File: src/rtl/cic_interp_param.sv
`default_nettype none
// ============================================================================
// Module   : cic_interp_param
// Purpose  : Parametrised Hogenauer CIC interpolator (N combs, zero-stuffer,
//            N integrators) in the clk_8 domain. Optional output clamp is
//            enabled by defining CIC_OUT_SAT_EN.
// Revision : 1.0 - initial release
// ============================================================================
module cic_interp_param #(
  parameter int W_IN      = 11,
  parameter int LOG2_L    = 3,
  parameter int N         = 3,
  parameter int W_OUT     = 20,
  parameter int OUT_SHIFT = 0
) (
  input  logic                    clk_8,
  input  logic                    rst_n,
  input  logic                    en,
  input  logic signed [W_IN-1:0]  in_data,
  input  logic                    in_valid,
  output logic                    in_ready,
  output logic signed [W_OUT-1:0] out_data,
  output logic                    out_valid,
  output logic                    underrun
);

  localparam int W_ACC = W_IN + N * LOG2_L;
  localparam int W_S   = W_ACC - OUT_SHIFT;

  logic [LOG2_L-1:0]       r_ph;
  logic                    w_slot;
  logic signed [W_ACC-1:0] w_c [0:N];
  logic signed [W_ACC-1:0] r_d [1:N];
  logic signed [W_ACC-1:0] r_u;
  logic signed [W_ACC-1:0] r_i [1:N];
  logic [N+1:0]            r_vpipe;
  logic signed [W_S-1:0]   w_s;
  logic signed [W_OUT-1:0] w_narrow;

  assign w_slot    = en & rst_n & (r_ph == '0);
  assign in_ready  = w_slot;
  assign out_valid = r_vpipe[N+1];

  // A missing sample at a slot enters the combs as zero
  assign w_c[0] = in_valid ? {{(W_ACC-W_IN){in_data[W_IN-1]}}, in_data} : '0;

  for (genvar gk = 1; gk <= N; gk++) begin : g_comb
    assign w_c[gk] = w_c[gk-1] - r_d[gk];
  end

  assign w_s = r_i[N][W_ACC-1:OUT_SHIFT];

  if (OUT_SHIFT > 0) begin : g_drop_lsb
    logic w_unused_lo;
    assign w_unused_lo = ^r_i[N][OUT_SHIFT-1:0];
  end

  if (W_OUT > W_S) begin : g_ext
    assign w_narrow = {{(W_OUT-W_S){w_s[W_S-1]}}, w_s};
  end else if (W_OUT == W_S) begin : g_same
    assign w_narrow = w_s;
  end else begin : g_narrow
`ifdef CIC_OUT_SAT_EN
    logic w_ovf;
    // Dropped MSBs must all equal the sign bit, otherwise clamp
    assign w_ovf    = (w_s[W_S-1:W_OUT-1] != {(W_S-W_OUT+1){w_s[W_S-1]}});
    assign w_narrow = !w_ovf      ? w_s[W_OUT-1:0] :
                      w_s[W_S-1]  ? {1'b1, {(W_OUT-1){1'b0}}} :
                                    {1'b0, {(W_OUT-1){1'b1}}};
`else
    logic w_unused_hi;
    assign w_unused_hi = ^w_s[W_S-1:W_OUT];
    assign w_narrow    = w_s[W_OUT-1:0];
`endif
  end

  always_ff @(posedge clk_8 or negedge rst_n) begin
    if (!rst_n) begin
      r_ph     <= '0;
      r_u      <= '0;
      r_vpipe  <= '0;
      out_data <= '0;
      underrun <= 1'b0;
      for (int k = 1; k <= N; k++) begin
        r_d[k] <= '0;
        r_i[k] <= '0;
      end
    end else if (!en) begin
      r_ph     <= '0;
      r_u      <= '0;
      r_vpipe  <= '0;
      out_data <= '0;
      underrun <= 1'b0;
      for (int k = 1; k <= N; k++) begin
        r_d[k] <= '0;
        r_i[k] <= '0;
      end
    end else begin
      r_ph     <= r_ph + 1'b1;
      r_vpipe  <= {r_vpipe[N:0], 1'b1};
      underrun <= w_slot & ~in_valid;
      out_data <= w_narrow;
      if (w_slot) begin
        r_u <= w_c[N];
        for (int k = 1; k <= N; k++) begin
          r_d[k] <= w_c[k-1];
        end
      end else begin
        r_u <= '0;
      end
      r_i[1] <= r_i[1] + r_u;
      for (int k = 2; k <= N; k++) begin
        r_i[k] <= r_i[k] + r_i[k-1];
      end
    end
  end

endmodule
`default_nettype wire

File: config.mk
export PLATFORM = sky130hd
export DESIGN_NAME = cic_interp_param
export DESIGN_NICKNAME = d
export VERILOG_FILES = /design/src/rtl/cic_interp_param.sv
export SDC_FILE = /design/constraint.sdc
export NUM_CORES = 1
export LEC_CHECK = 0
export CAP_MARGIN = 20
export CORE_MARGIN = 2
export CORE_UTILIZATION = 35
export DETAILED_ROUTE_END_ITERATION = 8
export GPL_TIMING_DRIVEN = 0
export SLEW_MARGIN = 0
export SYNTH_ARGS = -nofsm -noshare
export SYNTH_HDL_FRONTEND = slang
export SYNTH_SLANG_ARGS = --single-unit
File: constraint.sdc
create_clock -name clk_8 -period 6.95 [get_ports clk_8]
set_input_delay 1.0425 -clock clk_8 [delete_from_list [all_inputs] [get_ports clk_8]]
set_output_delay 1.0425 -clock clk_8 [all_outputs]
set_load 0.005 [all_outputs]
==> out/metrics.yaml, run 1 <==
outcome:
  status: "finished clean"
global_routing:
  antenna_found_initial: 0
  grt_max_degree: 103
  grt_pass1_wl_mm: 35.37
  track_usage: 0.1442
  grt_remaining_overflow: 0
  grt_pass1_vias: 7369
clock_network:
  cts_tree: "built"
  clock-sinks: 160
  cts_made_buffers: 17
  clock_latency_ns: 0.43
  clk_path_buf_depth: 2
  cts-root-buf: "clkbuf_16"
  postCtsHoldBufs: 0
  cts-htree-levels: 4
  cts.reportedPaths.clkPinSlew_ns: 0.07
power_and_ir_drop:
  swShare: 0.3908
  pwr-share-comb: 0.485
  leakagePower_uw: 0.005821
  max-vdd-ir-drop_uv: 148.6
  powerDensity_nw_per_um2: 363.4
  intPower_uw: 2584
  clock_power_share: 0.219
  p_seq_frac: 0.296
  p_switching_uw: 1658
finish:
  multi_input_area_um2: 5822
  seqCellArea_um2: 4004
  n_antenna_cell: 0
  nFillCells: 2869
  drive_gt1_frac: 0.04983
  syn_to_final_growth_pct: 14.75
  fin_nets: 1300
critical_path:
  startpoint: "in_valid"
  rr_startpoint: "r_d[40]"
  critPathCaptureType: "flip-flop"
  crit_path_frequent_cell: "o21ai_1"
  rr_worst_depth: 26
  cpMaxStageDelayCell: "clkdlybuf4s50_1"
  max_stage_delay_ns: 0.48
  crit_required_ns: 7.24
  arrival_ns: 6.72
  r2r-end: "r_u[18]"
  crit_type: "input pin to flip-flop"
  crit_path_max_fanout: 10
  timing.reg2reg.setup_slack_ns: 1.50
  critPathLaunchType: "input pin"
die:
  initial_core_util: 0.3554
  die_h_um: 174.5
  pin_count: 38
  die-area_um2: 30450
  core_area_um2: 28630
  die_w_um: 174.5
  rows: 62
routing:
  drc: 0
  drt_iter0_markers: 360
  vias_per_cell: 4.891
  num_vias: 7669
  dr.pass1.iters: 5
  ant_nets: 0
  wire_per_inst_um: 13.54
  finalWirelength_mm: 21.23
timing:
  fin_crit_sh: 0.9254
  rsz0062_at_grt: "false"
  finalCriticalPeriod_ns: 6.432
  hold_viol: 0
  finalSetupViolations: 0
  worst_slack_ns: 0.5183
  whs_ns: 0.4560
  worstMarginPinSlew_ns: 0.9290
  slew_viol_final: 0
  fmax_mhz: 155.5
  slew-limit-headroom: 0.3806
  skew_ns: 0.008855
logic_synthesis:
  synth_fp_nets: 1242
  synth-compound-area-share: 0.1615
  synth_fa_ha_area_frac: 0.1446
  synth_edf_count: 0
  async_flop_share: 1.000
  seq_area_frac_synth: 0.3936
  synth_warnings: 0
  synth.distinct_cells: 64
  synth-seq-cells: 160
  synth_ff_type: "dfrtp_1"
  syn_area_um2: 10170
  synth_xor_area_frac: 0.07490
  synthMuxAreaShare: 0.001968
  postSynthCellCount: 1113
  synth_top_family_by_area: "simple AND/OR/NAND/NOR gates"
  avgSynthCellArea_um2: 9.141
  synth-simple-area-share: 0.1862
placed_design:
  post-dp-hpwl_mm: 15.76
  gp_congestion: 0.8691
  pre_cts_ws_ns: -0.6847
  portBuffers: 37
worst_hold_path:
  min_path_type: "flip-flop to flip-flop"
  holdPathEnd: "r_vpipe[1]"
  hold_depth: 1
  min_from: "r_vpipe[0]"
job:
  maxCapViolations: 0
## metal layers
| metal | part of all wire | routed length [um] | up-vias | GRT usage |
|---|---|---|---|---|
| met4 | 0.017 | 358 | 0 | 0.04306 |
| met2 | 0.49 | 10430 | 102 | 0.2579 |
| met3 | 0.027 | 583 | 24 | 0.02647 |
| met1 | 0.46 | 9860 | 3557 | 0.1763 |
| li1 | - | - | 3986 | - |
| met5 | 0 | 0 | - | 0 |
## logic make-up after synthesis
logic type,Yosys count
AND/OR/NAND/NOR,404
AO/OA/AOI/OAI,245
flip-flops,160
adder cells (fa/ha/maj),114
buffers and inverters,101
XOR/XNOR,87
multiplexers,2
## power groups by stage
stage,sequential [uW],clock (uW),combinational (uW)
4_1_cts,1260,954,2030
3_5_place_dp,1280,0,2010
2_1_floorplan,1240,0,1640
6_report,1260,927,2060
5_1_grt,1280,994,2320
3_3_place_gp,1270,0,1980
## synthesized netlist by cell type, drive strengths merged (12+ instances only)
| cell type | count | area, um2 |
|---|---|---|
| nand3 | 50 | 260.3 |
| o21ai | 50 | 250.2 |
| ha | 108 | 1351 |
| nand2 | 112 | 420.4 |
| clkbuf | 24 | 90.09 |
| and3 | 16 | 100.1 |
| a31oi | 15 | 100.1 |
| o21a | 14 | 105.1 |
| and2 | 55 | 344.1 |
| a21oi | 55 | 282.8 |
| xor2 | 36 | 315.3 |
| a21o | 45 | 337.8 |
| nor2 | 116 | 435.4 |
| xnor2 | 51 | 446.7 |
| inv | 72 | 270.3 |
| nor3 | 18 | 90.09 |
| dfrtp | 160 | 4004 |
| o21bai | 12 | 90.09 |
| nor2b | 14 | 87.58 |
## flip-flops by register name (all words and copies together) (netlist names)
name,count
out_data,20
r_d,51
r_i,40
r_ph,3
r_u,20
r_vpipe,5
underrun,1
w_narrow,20
## cell usage in the layout, fill, tap and decap left out, types with 16 or more instances in the layout
cell | synthesis | layout
clkbuf_1 | 24 | 24
inv_1 | 72 | 72
dfrtp_1 | 160 | 160
and2_1 | 55 | 55
xor2_1 | 36 | 35
nand3_1 | 48 | 48
nor3_1 | 18 | 18
a21oi_1 | 53 | 52
o21ai_0 | 43 | 42
xnor2_1 | 51 | 51
ha_1 | 108 | 107
a21o_1 | 45 | 45
clkbuf_16 | 0 | 17
nor2_1 | 116 | 116
nand2_1 | 112 | 112
clkdlybuf4s50_1 | 0 | 36
and3_1 | 16 | 16
## worst max-delay path: cells and delay by family
family | cells | cell delay [ns]
AO/OA/AOI/OAI | 13 | 2.32
adder cells (fa/ha/maj) | 4 | 1.33
AND/OR/NAND/NOR | 7 | 0.82
buffers and inverters | 2 | 0.69
XOR/XNOR | 3 | 0.50
## through the flow
stage	util	TNS (ns)	instances	total power (uW)	area [um2]
finish	0.4078	0	1568	4242	11670
global route	0.4078	0	1568	4596	11670
CTS	0.4066	0	1567	4247	11640
detailed placement	0.3863	-1.773	1535	3292	11060
global placement	0.3851	-522.75	1534	3254	11020
floorplan	-	0	1113	2872	10170
## how the worst max path moves through the flow
stage,to,slack [ns],cells past startpoint
3_5_place_dp,r_u[18],-0.68,29
2_1_floorplan,r_u[18],0.89,28
6_report,r_u[18],0.52,29
3_3_place_gp,in_ready,-4.62,5
4_1_cts,r_u[18],0.06,29
5_1_grt,r_u[18],0.02,29
## repair_timing
item / in CTS / in global routing
buffers inserted: 0 / 1
gates resized for setup: 2 / 8
pin swaps: 0 / 2
setup endpoints to repair: 2 / 6
## cell type report
cell class / count / area share
clock buffer: 18 / 0.03676
clock inverter: 14 / 0.01243
inverter: 73 / 0.02347
timing repair buffer: 39 / 0.03516
buffer: 28 / 0.009325
sequential: 160 / 0.3430
multi-input combinational: 852 / 0.4987
tap: 384 / 0.04116
No activity file was read; power rests on OpenSTA's default activity.
==> run 2, diff against run 1 <==
- CORE_MARGIN: 2 -> 1
==> run 2 against run 1 <==
Compared with the run above:
- critical path type unchanged
- hold slack hardly changed
- utilization about the same
- final cell count is essentially flat
- via count down 0.30%
- global-route usage rose by 0.98 points
- register-to-register slack improved by 0.02 ns
- sequential power about the same
==> out/metrics.yaml, run 2 (synthesis results as in run 1) <==
finish:
  utilization: 0.4077  # about the same
  drive_gt1_frac: 0.04818  # -0.001648
  final_cell_mix: "dfrtp_1 (160), nor2_1 (116), nand2_1 (112)"
  reg_top3: "r_d x51, r_i x40"
  fin_nets: 1299  # -0.077%
  final_common_cell: "dfrtp_1"
  largest_register_ffs: 51  # unchanged
  syn_to_final_growth_pct: 14.71  # about the same
  n_antenna_cell: 0  # unchanged
  top_register: "r_d"
placed_design:
  gp_congestion: 0.8503  # -2.2%
  portBuffers: 37  # unchanged
  post-dp-hpwl_mm: 15.86  # +0.65%
power_and_ir_drop:
  total_power_uw: 4227  # -0.36%
  leakagePower_uw: 0.005819  # about the same
  powerDensity_nw_per_um2: 362.2  # -0.33%
  max-vdd-ir-drop_uv: 159.9  # +7.6%
die:
  die_h_um: 172.5  # -1.1%
  die_w_um: 172.5  # -1.1%
  initial_core_util: 0.3554  # unchanged
  rows: 62  # unchanged
  die-area_um2: 29750  # -2.3%
  core_area_um2: 28630  # unchanged
  pin_count: 38  # unchanged
critical_path:
  critPathLaunchType: "input pin"
  critPathCaptureType: "flip-flop"
  rr_startpoint: "r_d[40]"
  max_stage_delay_ns: 0.48  # about the same
  crit_type: "input pin to flip-flop"
  startpoint: "in_valid"
  arrival_ns: 6.70  # -0.02 ns
  crit_path_end: "r_u[18]"
  cpMaxStageDelayCell: "clkdlybuf4s50_1"
  r2r-end: "r_u[18]"
  rr_worst_depth: 26  # unchanged
  timing.reg2reg.setup_slack_ns: 1.52  # +0.02 ns
  crit_path_frequent_cell: "o21ai_1"
  crit_path_max_fanout: 10  # unchanged
  crit_required_ns: 7.25  # about the same
timing:
  finalCriticalPeriod_ns: 6.397  # -0.03455 ns
  slew_viol_final: 0  # unchanged
  skew_ns: 0.01001  # +0.001152 ns
  slew-limit-headroom: 0.3913  # +0.01066
  rsz0062_at_grt: "false"
  setup_tns_ns: 0  # unchanged
  fmax_mhz: 156.3  # +0.54%
  worstMarginPinSlew_ns: 0.9130  # -0.01600 ns
  finalSetupViolations: 0  # unchanged
  hold_viol: 0  # unchanged
  fin_crit_sh: 0.9205  # -0.004971
outcome:
  status: "finished clean"
global_routing:
  grt_max_degree: 105  # +1.9%
  grt_pass1_wl_mm: 35.85  # +1.3%
  grt_pass1_vias: 7498  # +1.8%
  grt_remaining_overflow: 0  # unchanged
  antenna_found_initial: 0  # unchanged
  track_usage: 0.1540  # +0.009849
job:
  maxCapViolations: 0  # unchanged
routing:
  wire_per_inst_um: 13.48  # -0.46%
  ant_nets: 0  # unchanged
  num_vias: 7646  # -0.30%
  dr.pass1.iters: 5  # unchanged
  drt_iter0_markers: 407  # +13%
  vias_per_cell: 4.879  # -0.24%
  drc: 0  # unchanged
  finalWirelength_mm: 21.12  # -0.52%
clock_network:
  cts_tree: "built"
  clk_path_buf_depth: 2  # unchanged
  cts_made_buffers: 17  # unchanged
  clock-sinks: 160  # unchanged
  cts-root-buf: "clkbuf_16"
  cts.reportedPaths.clkPinSlew_ns: 0.07  # about the same
  clock_latency_ns: 0.43  # about the same
  cts-htree-levels: 4  # unchanged
  post_cts.repair.setup_buffers: 0  # unchanged
worst_hold_path:
  min_from: "r_vpipe[0]"
  min_path_type: "flip-flop to flip-flop"
-- run 2: cell types whose count changed in the layout (fill, tap and decap cells not counted) --
cell      before  now
a21boi_1       0    1
clkinv_2       1    0
o21ai_0       42   41
clkbuf_8       0    1
inv_8          3    4
clkinv_4       2    3
buf_4          1    0
inv_6          5    3
xor2_2         1    0
a21boi_0       1    0
o21ai_1        8    9
xor2_1        35   36
-- run 2: timing repair --
action,in CTS,in global routing
hold buffers,0,0
pin swaps,0,3
endpoints found under the setup margin,2,6
resized for setup,2,9
cloned,0,0
-- run 2: critical path, delay by kind of cell --
family | cells | cell delay, ns
adder cells (fa/ha/maj) | 4 | 1.35
AO/OA/AOI/OAI | 13 | 2.26
buffers and inverters | 2 | 0.68
AND/OR/NAND/NOR | 7 | 0.78
XOR/XNOR | 3 | 0.57
-- run 2: power by group --
part	leakage [uW]	total (uW)	switching (uW)	internal [uW]
Combinational	0.00335	2030	1100	930
Sequential	0.00219	1260	122	1140
Clock	0.000282	935	418	517
Total	0.00582	4230	1640	2580
-- run 2: final cells by class --
type	instances	area [um2]
Multi-Input combinational cell	852	5814
Inverter	73	274.0
Tap cell	384	480.5
Timing Repair Buffer	38	402.9
Sequential cell	160	4004
Fill cell	2832	16960
Buffer	28	108.9
Clock buffer	19	442.9
Clock inverter	13	142.6
-- run 2: per-stage QoR --
step                area [um2]  setup WS (ns)  hold slack (ns)  cells
finish                   11670         0.5528           0.4561   1567
floorplan                10170         0.8879           0.4309   1113
global placement         11020         -4.649           0.4356   1534
detailed placement       11060        -0.6581           0.4413   1535
global route             11670        0.01570           0.4617   1567
CTS                      11650        0.08608           0.4607   1567
-- run 2: worst min path at each step --
stage,end,slack (ns),cells past startpoint
5_1_grt,r_vpipe[1],0.46,1
3_3_place_gp,r_vpipe[1],0.44,1
6_report,r_vpipe[1],0.46,1
2_1_floorplan,r_ph[0],0.43,1
4_1_cts,r_vpipe[1],0.46,1
3_5_place_dp,r_vpipe[3],0.44,1
-- run 2: metal layers --
metal	wire, um	track usage	vias up
met5	0	0	-
met4	519	0.05964	0
met3	475	0.02289	27
met2	10220	0.2712	107
met1	9910	0.1885	3556
li1	-	-	3956
==> run 3, diff against run 2 <==
--- a/config.mk
+++ b/config.mk
@@ -12,2 +12,3 @@
 export GPL_TIMING_DRIVEN = 0
+export REMOVE_ABC_BUFFERS = 1
 export SLEW_MARGIN = 0
--- a/constraint.sdc
+++ b/constraint.sdc
@@ -3,2 +3,2 @@
 set_output_delay 1.0425 -clock clk_8 [all_outputs]
-set_load 0.005 [all_outputs]
+set_load 0.05 [all_outputs]
==> run 3 against run 2 <==
Compared with the run above:
- sequential share of layout area shrank 0.084 points
- setup slack better by 0.12 ns
- combinational power grew 4%
- first-iteration DRC count is 0.74% higher
- clock power grew 2%
- critical endpoint unchanged
- largest power group unchanged
==> out/metrics.yaml, run 3 (synthesis results as in run 1) <==
routing:
  wire_per_inst_um: 11.90  # -12%
  num_vias: 7357  # -3.8%
  dr.pass1.iters: 5  # unchanged
  ant_nets: 0  # unchanged
  finalWirelength_mm: 18.42  # -13%
  drc: 0  # unchanged
  vias_per_cell: 4.756  # -2.5%
  drt_iter0_markers: 410  # +0.74%
power_and_ir_drop:
  max-vdd-ir-drop_uv: 179.3  # +12%
  powerDensity_nw_per_um2: 369.2  # +1.9%
  leakagePower_uw: 0.005862  # +0.75%
  total_power_uw: 4319  # +2.2%
placed_design:
  gp_congestion: 0.8698  # +2.3%
  placedCellCount: 1514  # -1.4%
  portBuffers: 37  # unchanged
  post-dp-hpwl_mm: 13.25  # -16%
timing:
  skew_ns: 0.01726  # +0.007253 ns
  fmax_mhz: 159.3  # +1.9%
  worstMarginPinSlew_ns: 0.7548  # -0.1583 ns
  slew-limit-headroom: 0.4937  # +0.1024
  fin_crit_sh: 0.9034  # -0.01707
  rsz0062_at_grt: "false"
  finalCriticalPeriod_ns: 6.279  # -0.1187 ns
  hold_viol: 0  # unchanged
  slew_viol_final: 0  # unchanged
  finalSetupViolations: 0  # unchanged
die:
  die_h_um: 172.5  # unchanged
  die-area_um2: 29750  # unchanged
  core_area_um2: 28630  # unchanged
  die_w_um: 172.5  # unchanged
  rows: 62  # unchanged
  pin_count: 38  # unchanged
  initial_core_util: 0.3554  # unchanged
global_routing:
  grt_pass1_vias: 7232  # -3.5%
  grt_remaining_overflow: 0  # unchanged
  grt_pass1_wl_mm: 32.70  # -8.8%
  grt_max_degree: 104  # -0.95%
  grt_busiest_layer: "met2"
  met3_usage: 0.02632  # +0.003433
  antenna_found_initial: 0  # unchanged
  grtUsageMet2: 0.2354  # -0.03576
  grt.met1_usage: 0.1676  # -0.02088
  track_usage: 0.1354  # -0.01863
clock_network:
  clk_path_buf_depth: 2  # unchanged
  cts_tree: "built"
  cts_made_buffers: 17  # unchanged
  clock-sinks: 160  # unchanged
  clock_latency_ns: 0.43  # about the same
  cts-root-buf: "clkbuf_16"
  cts.reportedPaths.clkPinSlew_ns: 0.06  # about the same
  cts-htree-levels: 4  # unchanged
finish:
  fin_nets: 1279  # -1.5%
  final_common_cell: "dfrtp_1"
  utilization: 0.4087  # +0.001006
  reg_top3: "r_d x51, r_i x40"
  drive_gt1_frac: 0.05417  # +0.005988
  largest_register_ffs: 51  # unchanged
  n_antenna_cell: 0  # unchanged
  top_register: "r_d"
  fin_cells: 1547  # -1.3%
  nFillCells: 2793  # -1.4%
  syn_to_final_growth_pct: 14.99
  final_cell_mix: "dfrtp_1 (160), nor2_1 (116), nand2_1 (112)"
critical_path:
  crit_required_ns: 7.26  # about the same
  arrival_ns: 6.59  # -0.11 ns
  startpoint: "in_data[0]"
  crit_path_max_fanout: 6  # -4
  critPathCaptureType: "flip-flop"
  critPathLaunchType: "input pin"
  rr_worst_depth: 26  # unchanged
  r2r-end: "r_u[18]"
  crit_type: "input pin to flip-flop"
  timing.reg2reg.setup_slack_ns: 1.43  # -0.09 ns
  rr_startpoint: "r_d[40]"
  crit_path_end: "r_u[18]"
worst_hold_path:
  min_from: "r_vpipe[1]"
  min_path_type: "flip-flop to flip-flop"
outcome:
  status: "finished clean"
job:
  maxCapViolations: 0  # unchanged
## run 3: changes by cell type in the layout (fill, tap and decap cells not counted), sizes merged
| cell | previous run | this run |
|---|---|---|
| buf | 6 | 11 |
| bufinv | 1 | 2 |
| clkbuf | 43 | 18 |
| clkdlybuf4s50 | 36 | 34 |
| dlymetal6s2s | 0 | 1 |
## run 3: per-layer routing
metal | share of wire | wire, um
met5 | 0 | 0
met4 | 0.011 | 210
met3 | 0.024 | 436
met2 | 0.47 | 8739
met1 | 0.49 | 9029
## run 3: timing repair
item                       CTS  global route
setup endpoints to repair    0             5
hold buffers                 0             0
gates resized for setup      0             4
setup buffers                0             1
## run 3: layout make-up
class                      instances  area (um2)  area share
timing repair buffer              46       533.0     0.04556
inverter                          73       274.0     0.02342
sequential                       160        4004      0.3422
tap                              384       480.5     0.04107
multi-input combinational        852        5808      0.4965
clock inverter                    14       170.2     0.01455
clock buffer                      18       429.2     0.03668
## run 3: how the worst min path moves through the flow
stage	end	slack, ns	cells after the start
6_report	r_vpipe[2]	0.45	1
2_1_floorplan	r_ph[0]	0.43	1
4_1_cts	r_vpipe[2]	0.46	1
3_5_place_dp	r_vpipe[3]	0.44	1
3_3_place_gp	r_vpipe[2]	0.43	1
5_1_grt	r_vpipe[3]	0.47	1
## run 3: metrics by stage
step | hold slack (ns) | TNS, ns | worst slack [ns] | instance area [um2]
global placement | 0.4346 | -798.99 | -9.295 | 10920
global route | 0.4706 | 0 | 0.02278 | 11700
CTS | 0.4598 | 0 | 0.07349 | 11670
floorplan | 0.4308 | 0 | 1.077 | 10070
detailed placement | 0.4444 | -0.4969 | -0.3446 | 11070
finish | 0.4542 | 0 | 0.6715 | 11700
## run 3: critical path: stages
cell,delay (ns)
clkdlybuf4s50_1,0.45
nand2_1,0.07
ha_1,0.24
fa_1,0.44
nor2b_1,0.13
o21ai_1,0.08
a21boi_0,0.23
o21ai_0,0.17
a21boi_2,0.23
o2111ai_2,0.19
nand2_1,0.13
xor2_1,0.23
ha_1,0.35
a21o_1,0.21
a21oi_1,0.21
o21ai_1,0.13
a21oi_1,0.19
xnor2_1,0.17
ha_1,0.31
and3_1,0.20
nand3_1,0.11
nor2_1,0.04
a31oi_1,0.13
o21ai_0,0.21
o41ai_2,0.31
o21ai_0,0.18
xnor2_1,0.16
nor2_1,0.05
## run 3: report_power, final
group	switching (uW)	internal, uW	total (uW)
Combinational	1170	943	2110
Clock	410	543	953
Sequential	117	1140	1250
==> RTL change 1, RTL diff (settings of run 3) <==
Put one more register stage on the output `underrun`. The value now appears one clock later. The other outputs are not delayed to match.
--- a/src/rtl/cic_interp_param.sv
+++ b/src/rtl/cic_interp_param.sv
@@ -28,2 +28,4 @@
   localparam int W_S   = W_ACC - OUT_SHIFT;
+
+  logic underrun_s0;
 
@@ -82,3 +84,3 @@
       out_data <= '0;
-      underrun <= 1'b0;
+      underrun_s0 <= 1'b0;
       for (int k = 1; k <= N; k++) begin
@@ -92,3 +94,3 @@
       out_data <= '0;
-      underrun <= 1'b0;
+      underrun_s0 <= 1'b0;
       for (int k = 1; k <= N; k++) begin
@@ -100,3 +102,3 @@
       r_vpipe  <= {r_vpipe[N:0], 1'b1};
-      underrun <= w_slot & ~in_valid;
+      underrun_s0 <= w_slot & ~in_valid;
       out_data <= w_narrow;
@@ -117,2 +119,6 @@
 
+  always_ff @(posedge clk_8) begin
+    underrun <= underrun_s0;
+  end
+
 endmodule
Formal check against the unedited RTL: not equivalent (a bounded check fails within 4 cycles, from zero or initial values and one cycle with rst_n low).
==> RTL change 1 against run 3 <==
Critical path depth stayed put. Non-clock buffer count is 2 lower. Sequential cell count is 1 higher. Global-route usage is 0.53 points lower. Fmax hardly changed. Wire length is 0.61% lower. Die area is 0.20% higher. Final area hardly changed. Worst setup slack worse by 0.0057 ns. Count of clock-buffer cells in the layout stayed put. Synthesized area is 0.20% higher. Total power is 0.68% higher.
==> RTL change 1: results (changes against run 3) <==
Synth async-reset ratio=99.38% (-0.62 points); largest net degree at the start of global routing=105 (+0.96%); total track usage=13.01% (-0.53 points); Syn Area/Cell=9.150 um^2 (+0.11%); vias in the first global route=7297 (+0.90%); maximum VDD drop=0.0001563 V (-13%); fraction of synthesized cell area in xor and xnor cells=7.475% (-0.015 points); HPWL Detailed=13170 um (-0.62%); first-pass GRT wire length=32710 um (about the same); met1 Use GR=16.24% (-0.52 points); layout cells sized above 1=5.164% (-0.25 points); drt pass-1 iters=5 (unchanged); Synth Area in Compound Gates=16.12% (-0.032 points); Seq/Total Area, Yosys=39.47% (+0.12 points); initial antenna violation count=0 (unchanged); met2 usage=22.77% (-0.78 points); Rel. slew slack=39.19% (-10 points); met3 Track Usage GR=2.353% (-0.28 points); global placement routability congestion=0.8301 (-4.6%); Clock Skew=0.009829 ns (-0.007431 ns); outcome=completed; top post-synthesis cells by area=dfrtp_1 (39%), ha_1 (13%), xnor2_1 (4.4%); WL final=18300 um (-0.61%); multiplexer share of the synthesized area=0.1964% (-0.00039 points); Bufs on Longest Clock Path=2 (unchanged); nets=1278 (-0.078%); Cell variety after synth=65 (+1.6%); via count=7392 (+0.48%); Leakage=0.005873 uW (+0.19%); Post-Synth Adder-Cell Area=14.43% (-0.028 points); WL per Instance=11.84 um (-0.54%); DRT iter0 DRCs=350 (-15%)
RTL change 1: changes by cell type in the layout (fill, tap and decap cells not counted), sizes merged:
cell / delta
clkinvlp: -2
bufinv: +1
buf: -2
dfxtp: +1
clkinv: +1
RTL change 1: path summary, 6_finish.rpt:
check                                 startpoint               endpoint  cells past startpoint
setup / recovery                      in_data[0]      r_u[18]$_DFF_PN0_                     28
hold / removal             underrun_s0$_DFF_PN0_       underrun$_DFF_P_                      0
setup reg to reg             r_d[40]$_DFFE_PN0P_      r_u[18]$_DFF_PN0_                     26
hold reg to reg            underrun_s0$_DFF_PN0_       underrun$_DFF_P_                      0
max in group asynchronous                  rst_n    r_d[19]$_DFFE_PN0P_                      2
min in group asynchronous                  rst_n  out_data[1]$_DFF_PN0_                      1
RTL change 1: cells by family (layout without fill, tap and decap cells):
logic type / count (synthesis) / in the layout
AOI/OAI and AO/OA: 245 / 245
xor gates and xnor gates: 87 / 87
adders and majority gates: 114 / 114
buffers and inverters: 101 / 149
DFF: 161 / 161
muxes: 2 / 2
and+or+nand+nor: 404 / 404
RTL change 1: what timing repair did:
action / 4_1_cts / 5_1_grt
pin swaps: 0 / 2
setup endpoints to repair: 1 / 5
resized for setup: 1 / 3
hold buffers: 0 / 0
cloned: 0 / 0
buffers inserted: 0 / 0
RTL change 1: layer usage:
layer	vias to the layer above	part of all wire (%)
met5	-	0
met4	0	1.1
met3	18	2.1
met2	74	48
met1	3369	49
li1	3931	-
RTL change 1: area by class of cell:
cell class / count / area [um^2]
clock buffers: 18 / 429.2
clock inverters: 14 / 197.7
fillers: 2839 / 17000
inverters: 73 / 274.0
multi-input cells: 852 / 5804
flip-flops and latches: 161 / 4024
well taps: 384 / 480.5
repair buffers: 44 / 498.0
RTL change 1: power by group:
group          internal (uW)  total [uW]  switching [uW]
logic                    930        2090            1160
clock network            581         995             414
registers               1140        1260             118
RTL change 1: worst max-delay path: stages:
cell and delay [ns]:
clkdlybuf4s50_1 0.45, nand2_1 0.06, ha_1 0.24, fa_1 0.43
nor2b_1 0.13, o21ai_1 0.08, a21boi_1 0.21, o21ai_0 0.13
a21boi_1 0.26, o2111ai_2 0.20, nand2_1 0.13, xor2_1 0.22
ha_1 0.34, a21o_1 0.20, a21oi_1 0.22, o21ai_1 0.13
a21oi_1 0.20, xnor2_1 0.17, ha_1 0.32, and3_1 0.21
nand3_1 0.11, nor2_1 0.04, a31oi_1 0.13, o21ai_0 0.19
o41ai_2 0.33, o21ai_0 0.18, xnor2_1 0.16, nor2_1 0.05
RTL change 1: stage by stage:
stage               cell area [um^2]  setup slack [ns]  hold slack [ns]
floorplan                      10090             1.077           0.3242
global placement               10940            -9.314           0.3276
detailed placement             11060           -0.4633           0.3325
CTS                            11700            0.1042           0.3487
global route                   11710           0.01154           0.3499
finish                         11710            0.6658           0.3473
==> RTL change 2, RTL diff (flow settings as in run 3) <==
Without the edit above. Change the parameter `W_OUT` from 20 to 24.
--- a/src/rtl/cic_interp_param.sv
+++ b/src/rtl/cic_interp_param.sv
@@ -12,3 +12,3 @@
   parameter int N         = 3,
-  parameter int W_OUT     = 20,
+  parameter int W_OUT     = 24,
   parameter int OUT_SHIFT = 0
Ports: changed (resized out_data); port bits go from 38 to 42. No check against the original RTL was run, so the function may have changed too.
==> RTL change 2 against run 3 <==
Hold slack better by 0.0015 ns. Synthesized cell count is 0.36% higher. Die area is 0.29% higher. Via count is 0.76% higher. Final area is 0.11% lower. Largest cell class unchanged. Sequential cell count stayed put. Wire length is 0.97% higher. Synthesized area is 0.30% higher. Critical endpoint unchanged. Total power is 0.27% lower. Highest routed layer unchanged. Worst setup slack worse by 0.093 ns. Final cell count is 0.13% higher.
==> RTL change 2: results (changes against run 3) <==
DRT iter0 DRCs=314 (-23%); Non-Filler Instances=1549 (+0.13%); WL per Instance=12.00 um (+0.84%); maximum VDD drop=0.0001453 V (-19%); worst hold stages=1 (unchanged); R2R Setup Slk=1.34 ns (-0.09 ns); global placement routability congestion=0.8369 (-3.8%); Setup crit end=r_u[18]$_DFF_PN0_; crit path DAT=6.69 ns (+0.10 ns); Internal Pwr Total=2563 uW (-2.3%); first-pass GRT wire length=33330 um (+1.9%); DP Area=0.01108 mm^2 (+0.11%); hold path startpoint=r_vpipe[2]$_DFF_PN0_; drt pass-1 iters=7 (+2); met1 Use GR=16.25% (-0.51 points); total track usage=13.33% (-0.21 points); met2 usage=23.42% (-0.12 points); synthesized instance count=1117 (+0.36%); Clock Skew=0.008885 ns (-0.008375 ns); met3 Track Usage GR=2.704% (+0.072 points); met2 WL post-DR=8931 um (+2.2%); Leakage=0.005850 uW (-0.20%); Slew @ Worst Pin=0.9076 ns (+0.1528 ns); fraction of synthesized cell area in xor and xnor cells=7.468% (-0.022 points); Synth Area in Compound Gates=16.10% (-0.048 points); Cell variety after synth=65 (+1.6%); Root Driver=clkbuf_16; DR top layer=met4; multiplexer share of the synthesized area=0.1962% (-0.00058 points); top post-synthesis cells by count=dfrtp_1 (160), nor2_1 (116), nand2_1 (112), ha_1 (108), inv_1 (72); Max FO, Critical Path=6 (unchanged); hold_ws=0.4556 ns (+0.001452 ns); outcome=completed; top post-synthesis cells by area=dfrtp_1 (39%), ha_1 (13%), xnor2_1 (4.4%); Post-Synth Adder-Cell Area=14.42% (-0.043 points); H-tree depth=4 (unchanged); pre-CTS WS=-0.4383 ns (-0.09372 ns); total CTS buffers=17 (unchanged); layout cells sized above 1=5.322% (-0.095 points); WL met1=8868 um (-1.8%); Flop pwr share=29.1% (about the same); Net Sw Frac=40.50% (+1.2 points); HPWL Detailed=13280 um (+0.23%); post-route setup slack=0.5788 ns (-0.09268 ns); CP max stage delay=0.46 ns; Comb pwr share=49.5% (+0.6 points); IO buf count=41 (+11%); number of post-CTS setup repair buffers=0 (unchanged); Seq/Total Area, Yosys=39.24% (-0.12 points); hold endpoint=r_vpipe[3]$_DFF_PN0_; routed wl met3=498 um (+14%); largest net degree at the start of global routing=122 (+17%); clock-pin slew on the worst setup and hold paths=0.07 ns; vias in the first global route=7416 (+2.5%); via count=7413 (+0.76%); nets=1281 (+0.16%)
==> RTL change 2: changes by cell type after synthesis <==
| cell | change |
|---|---|
| buf_4 | +4 |
==> RTL change 2: repair_timing <==
| action | 4_1_cts | 5_1_grt |
|---|---|---|
| hold buffers | 0 | 0 |
| pin swaps | 0 | 1 |
| endpoints found under the setup margin | 1 | 5 |
| gates resized for setup | 1 | 3 |
==> RTL change 2: cell type report <==
| class | instances | area (um^2) |
|---|---|---|
| fillers | 2896 | 17020 |
| multi-input cells | 852 | 5808 |
| flip-flops and latches | 160 | 4004 |
| repair buffers | 48 | 538.0 |
| well taps | 384 | 480.5 |
| clock buffers | 18 | 439.2 |
| inverters | 73 | 274.0 |
| clock inverters | 14 | 142.6 |
